<file path="config.mk">
export PLATFORM = sky130hd
export DESIGN_NAME = spi_master_flat
export DESIGN_NICKNAME = d
export VERILOG_FILES = /design/src/rtl/spi_master_if.sv /design/src/rtl/spi_master.sv /design/src/flat_wrapper.sv
export SDC_FILE = /design/constraint.sdc
export NUM_CORES = 1
export LEC_CHECK = 0
export CAP_MARGIN = 30
export CORE_MARGIN = 2
export CORE_UTILIZATION = 53
export CTS_CLUSTER_DIAMETER = 200
export DETAILED_ROUTE_END_ITERATION = 8
export GPL_TIMING_DRIVEN = 1
export PLACE_DENSITY = 0.78
export SLEW_MARGIN = 20
export SYNTH_ARGS = -nofsm -noshare
export SYNTH_HDL_FRONTEND = slang
export SYNTH_SLANG_ARGS = --single-unit
</file>
<file path="constraint.sdc">
create_clock -name clk -period 2.1 [get_ports clk]
set_input_delay 0.42 -clock clk [delete_from_list [all_inputs] [get_ports clk]]
set_output_delay 0.42 -clock clk [all_outputs]
set_load 0.005 [all_outputs]
</file>
<file path="src/rtl/spi_master_if.sv">
// Host command/response channel plus SPI pins for spi_master.
// SPI_MASTER_ABORT_EN adds the abort request and aborted strobe.
interface spi_master_if;
   logic       cmd_valid;
   logic       cmd_ready;
   logic [9:0] cmd_data;
   logic       rsp_valid;
   logic [7:0] rsp_data;
   logic       SS_n;
   logic       MOSI;
   logic       MISO;
`ifdef SPI_MASTER_ABORT_EN
   logic       abort;
   logic       aborted;
`endif

   modport master (
      input  cmd_valid,
      input  cmd_data,
      input  MISO,
`ifdef SPI_MASTER_ABORT_EN
      input  abort,
      output aborted,
`endif
      output cmd_ready,
      output rsp_valid,
      output rsp_data,
      output SS_n,
      output MOSI
   );

   modport slave (
      output cmd_valid,
      output cmd_data,
      output MISO,
`ifdef SPI_MASTER_ABORT_EN
      output abort,
      input  aborted,
`endif
      input  cmd_ready,
      input  rsp_valid,
      input  rsp_data,
      input  SS_n,
      input  MOSI
   );
endinterface

</file>
<file path="src/rtl/spi_master.sv">
// SPI master: frames a 10-bit command MSB-first on SS_n/MOSI, one bit per clk, and
// captures an 8-bit MISO reply for rd-data. SPI_MASTER_ABORT_EN enables frame abort.
module spi_master #(
   parameter int unsigned TURN_CYC = 2,
   parameter int unsigned GAP_CYC  = 2
) (
   input logic          clk,
   input logic          rst,
   spi_master_if.master bus
);
   typedef enum logic [2:0] {StIdle, StChk, StShift, StTurn, StCapt, StGap} state_e;

   localparam logic [3:0] TurnLast = 4'(TURN_CYC - 1);
   localparam logic [3:0] GapLast  = 4'(GAP_CYC - 1);

   state_e     state_q;
   logic [9:0] cmd_q;
   logic [3:0] cnt_q;
   logic [7:0] sreg_q;
   logic       ss_n_q;
   logic       mosi_q;
   logic       ready_q;
   logic       rsp_valid_q;
   logic [7:0] rsp_data_q;
   logic       abort_hit;

`ifdef SPI_MASTER_ABORT_EN
   logic aborted_q;
   assign abort_hit   = bus.abort && (state_q inside {StChk, StShift, StTurn, StCapt});
   assign bus.aborted = aborted_q;
`else
   assign abort_hit = 1'b0;
`endif

   assign bus.cmd_ready = ready_q;
   assign bus.rsp_valid = rsp_valid_q;
   assign bus.rsp_data  = rsp_data_q;
   assign bus.SS_n      = ss_n_q;
   assign bus.MOSI      = mosi_q;

   always_ff @(posedge clk) begin
      if (rst) begin
         state_q     <= StIdle;
         cmd_q       <= '0;
         cnt_q       <= '0;
         sreg_q      <= '0;
         ss_n_q      <= 1'b1;
         mosi_q      <= 1'b0;
         ready_q     <= 1'b0;
         rsp_valid_q <= 1'b0;
         rsp_data_q  <= '0;
`ifdef SPI_MASTER_ABORT_EN
         aborted_q   <= 1'b0;
`endif
      end else begin
         rsp_valid_q <= 1'b0;
`ifdef SPI_MASTER_ABORT_EN
         aborted_q   <= 1'b0;
`endif
         if (abort_hit) begin
            state_q <= StGap;
            cnt_q   <= '0;
            ss_n_q  <= 1'b1;
            mosi_q  <= 1'b0;
`ifdef SPI_MASTER_ABORT_EN
            aborted_q <= 1'b1;
`endif
         end else begin
            case (state_q)
               StIdle: begin
                  ready_q <= 1'b1;
                  if (bus.cmd_valid && ready_q) begin
                     cmd_q   <= bus.cmd_data;
                     ready_q <= 1'b0;
                     ss_n_q  <= 1'b0;
                     mosi_q  <= bus.cmd_data[9];
                     state_q <= StChk;
                  end
               end
               // Check cycle repeats the MSB; SHIFT then sends all ten bits.
               StChk: begin
                  state_q <= StShift;
                  cnt_q   <= '0;
                  mosi_q  <= cmd_q[9];
               end
               StShift: begin
                  if (cnt_q == 4'd9) begin
                     cnt_q  <= '0;
                     mosi_q <= 1'b0;
                     if (cmd_q[9:8] == 2'b11) begin
                        state_q <= StTurn;
                     end else begin
                        state_q <= StGap;
                        ss_n_q  <= 1'b1;
                     end
                  end else begin
                     cnt_q  <= cnt_q + 4'd1;
                     mosi_q <= cmd_q[4'd8 - cnt_q];
                  end
               end
               StTurn: begin
                  if (cnt_q == TurnLast) begin
                     cnt_q   <= '0;
                     state_q <= StCapt;
                  end else begin
                     cnt_q <= cnt_q + 4'd1;
                  end
               end
               StCapt: begin
                  sreg_q <= {sreg_q[6:0], bus.MISO};
                  if (cnt_q == 4'd7) begin
                     rsp_data_q  <= {sreg_q[6:0], bus.MISO};
                     rsp_valid_q <= 1'b1;
                     ss_n_q      <= 1'b1;
                     cnt_q       <= '0;
                     state_q     <= StGap;
                  end else begin
                     cnt_q <= cnt_q + 4'd1;
                  end
               end
               StGap: begin
                  if (cnt_q == GapLast) begin
                     cnt_q   <= '0;
                     ready_q <= 1'b1;
                     state_q <= StIdle;
                  end else begin
                     cnt_q <= cnt_q + 4'd1;
                  end
               end
               default: state_q <= StIdle;
            endcase
         end
      end
   end
endmodule

</file>
<file path="src/flat_wrapper.sv">
// flat-port wrapper written by rule: the top's interface ports become plain ports
module spi_master_flat 
#(
   parameter int unsigned TURN_CYC = 2,
   parameter int unsigned GAP_CYC  = 2
)
  (clk, rst, bus_cmd_valid, bus_cmd_data, bus_MISO, bus_cmd_ready, bus_rsp_valid, bus_rsp_data, bus_SS_n, bus_MOSI);
  spi_master_if bus_i ();
  input logic clk;
  input logic rst;
  input wire logic [$bits(bus_i.cmd_valid)-1:0] bus_cmd_valid;
  input wire logic [$bits(bus_i.cmd_data)-1:0] bus_cmd_data;
  input wire logic [$bits(bus_i.MISO)-1:0] bus_MISO;
  output wire logic [$bits(bus_i.cmd_ready)-1:0] bus_cmd_ready;
  output wire logic [$bits(bus_i.rsp_valid)-1:0] bus_rsp_valid;
  output wire logic [$bits(bus_i.rsp_data)-1:0] bus_rsp_data;
  output wire logic [$bits(bus_i.SS_n)-1:0] bus_SS_n;
  output wire logic [$bits(bus_i.MOSI)-1:0] bus_MOSI;
  assign bus_i.cmd_valid = bus_cmd_valid;
  assign bus_i.cmd_data = bus_cmd_data;
  assign bus_i.MISO = bus_MISO;
  assign bus_cmd_ready = bus_i.cmd_ready;
  assign bus_rsp_valid = bus_i.rsp_valid;
  assign bus_rsp_data = bus_i.rsp_data;
  assign bus_SS_n = bus_i.SS_n;
  assign bus_MOSI = bus_i.MOSI;
  spi_master #(.TURN_CYC(TURN_CYC), .GAP_CYC(GAP_CYC)) u_core (.clk(clk), .rst(rst), .bus(bus_i));
endmodule
</file>
==> metrics.cfg <==
[run_status]
status = complete, no violations

[routing]
dr.max_layer_used = met4
avgRoutedWirePerCell_um = 13.19
drt_iter0_drc = 84
wl_met2_um = 1796
dr.pass1.iters = 5
routed-wl-met3_um = 149
vias = 1446
ant_nets = 0
drt_wl_total_um = 3509
wl_met1_um = 1517
drc = 0
routed_via_density = 5.436

[synth]
syn_area_um2 = 1728
ys_async_sr_fraction_pct = 0
synth_warnings = 0
synth_cell_type_count = 44
avgSynthCellArea_um2 = 8.861
synth-edff-count = 0
synth_ff_type = dfxtp_1
ys_seq_area_share_pct = 41.71
syn_nets = 212
ys_ff_latch = 36
netlist_instances = 195

[final_layout]
multiInputGateArea_um2 = 912.1
syn2layout_area_growth_pct = 24.76
final_nets = 238
fin_cells = 266
final_area_um2 = 2156
layout_common_cells = dfxtp_1, nor2_1, clkdlybuf4s50_1
antennaDiodeCount = 0
nFillCells = 247
drive_above_1_share_pct = 12.16
ff_latch_area_um2 = 720.7
layout_commonest_cell = dfxtp_1

[clock_network]
post_cts_resized = 0
cts.clk_slew.worst_paths_ns = 0.11
cts_buffer_depth = 2
root_buffer = clkbuf_4
tritoncts = built
clk_latency_ns = 0.35
cts.sinks = 36
ctsHoldBuffers = 0
numCtsBuffers = 5
cts-htree-levels = 2
postCtsSetupBuffers = 0

[hold_path]
min_path_cells = 2
min_to = u_core.sreg_q[3]
hp-class = reg -> reg
min_from = u_core.sreg_q[2]

[timing]
fin_crit_sh_pct = 91.26
worst_slew_pin_slew_ns = 0.4777
clock.fmax_ghz = 0.5218
fin_crit_ns = 1.916
slew_headroom_pct = 68.09
hold_viol_final = 0
slew_viol_final = 0
finalClockSkew_ns = 0.01344
finalSetupViolCount = 0
rsz0062_at_grt = false
fin_tns_setup_ns = 0

[critical_path]
cp_data_required_time_ns = 2.38
end_kind = register
crit_fanout = 8
criticalPathCategory = reg -> reg
worst_setup_path_start_kind = register
r2r-start = u_core.cnt_q[1]
worstPathArrival_ns = 2.20
r2r_slack_ns = 0.18
timing.rr.end = u_core.state_q[2]
r2r_cells = 7

[power_and_ir_drop]
switchingPower_mw = 0.3616
switching_share_pct = 21.60
combPwrFrac_pct = 12.9
total_power_mw = 1.674
pwr-share-seq_pct = 43.7
p_leak_nw = 0.7446
power.internal_mw = 1.312
peakVddDrop_mv = 0.5441
power_frac_clock_pct = 43.5
power_density_nw_per_um2 = 776.3

[floorplanning]
die_y_um = 61.10
chipWidth_um = 61.10
start_util_pct = 56.14
core_area_um2 = 3078
ios = 26
fp.dieArea_um2 = 3733
std_cell_rows = 20

[place]
port_buffers = 25
place_congestion = 0.8446
post_dp_cell_area_um2 = 2028
dp_hpwl_um = 2580
placed_cells = 258

[global_routing]
grtUsageTotal_pct = 21.48
grt_max_degree = 20
antenna_found_initial = 0
grt_pass1_vias = 1384
grt_pass1_wl_um = 5989
grt_overflow = 0

[run]
drv_cap = 0

## flip-flops by register name, indices dropped and copies added, names as in the netlist
register,count
u_core.bus.rsp_valid,1
u_core.bus.SS_n,1
u_core.cmd_q,10
u_core.sreg_q,7
u_core.bus.MOSI,1
u_core.cnt_q,4
u_core.state_q,3
u_core.bus.rsp_data,8
u_core.bus.cmd_ready,1
## cell families (layout without fill, tap and decap cells)
family                   count (synthesis)  after routing  share of synthesized area [%]
AO/OA/AOI/OAI                           39             39                          14.12
multiplexers                            22             22                          14.34
XOR/XNOR                                 3              3                          1.521
buffers and inverters                   20             47                          5.864
adder cells (fa/ha/maj)                  3              3                          2.173
flip-flops                              36             36                          41.71
AND/OR/NAND/NOR                         72             72                          20.28
## final cells by class
class | instances | area share, %
Clock inverter | 3 | 4.179
Sequential cell | 36 | 33.43
Tap cell | 44 | 2.554
Multi-Input combinational cell | 139 | 42.31
Timing Repair Buffer | 35 | 15.09
Inverter | 4 | 0.6965
Clock buffer | 5 | 1.741
## routing by layer
layer / up-vias / track usage, %
li1: 736 / -
met1: 677 / 24.35
met2: 28 / 38.91
met3: 5 / 5.672
met4: 0 / 7.143
met5: - / 0
## stage by stage
| stage | hold WS [ns] | setup WS [ns] | util (%) |
|---|---|---|---|
| after global routing | 0.5024 | 0.04125 | 70.04 |
| after CTS | 0.4767 | 0.1908 | 70.04 |
| after detailed placement | 0.4610 | 0.1974 | 65.89 |
| after floorplan | 0.4360 | 0.2516 | - |
| final | 0.4762 | 0.1836 | 70.04 |
| after global placement | 0.4430 | 0.2919 | 65.89 |
## synth_stat cells, drive strengths merged, types with 2 or more instances
master	number	area, um2
nor2b	2	12.51
mux2i	18	180.2
a2111oi	2	23.77
buf	7	52.54
nor4	2	12.51
o211ai	2	15.01
xnor2	2	17.52
o22ai	3	18.77
mux4	2	45.04
nand2	21	78.83
nor2	27	101.4
nand3b	2	15.01
nor3	4	31.28
dfxtp	36	720.7
a31oi	2	12.51
o21ai	7	35.03
a21oi	15	75.07
nand3	3	15.01
mux2	2	22.52
clkbuf	9	33.78
a211o	2	17.52
ha	3	37.54
inv	4	15.01
a211oi	2	15.01
nand2b	2	12.51
## power groups by stage
stage | Clock (mW) | Combinational [mW] | Sequential, mW
final | 0.728 | 0.215 | 0.731
after global routing | 0.771 | 0.236 | 0.736
after CTS | 0.736 | 0.216 | 0.731
after detailed placement | 0 | 0.214 | 0.747
after global placement | 0 | 0.208 | 0.745
after floorplan | 0 | 0.148 | 0.737
## critical path, cell delays in order, from the launching register on
cell and delay [ns]:
dfxtp_1 0.36, inv_1 0.10, ha_1 0.18, nor3b_1 0.43, a2111oi_2 0.13, buf_4 0.19
or3_1 0.35, a21oi_1 0.12
## how the worst max path moves through the flow
| stage | startpoint | to | slack (ns) |
|---|---|---|---|
| 2_1_floorplan | u_core.cnt_q[0] | u_core.bus.MOSI | 0.25 |
| 3_3_place_gp | bus_cmd_valid | u_core.cmd_q[3] | 0.29 |
| 3_5_place_dp | bus_cmd_valid | u_core.cmd_q[0] | 0.20 |
| 4_1_cts | u_core.cnt_q[1] | u_core.state_q[2] | 0.19 |
| 5_1_grt | u_core.cnt_q[0] | u_core.state_q[2] | 0.04 |
| 6_report | u_core.cnt_q[1] | u_core.state_q[2] | 0.18 |
Note: power is estimated with default switching activity, not from simulation.
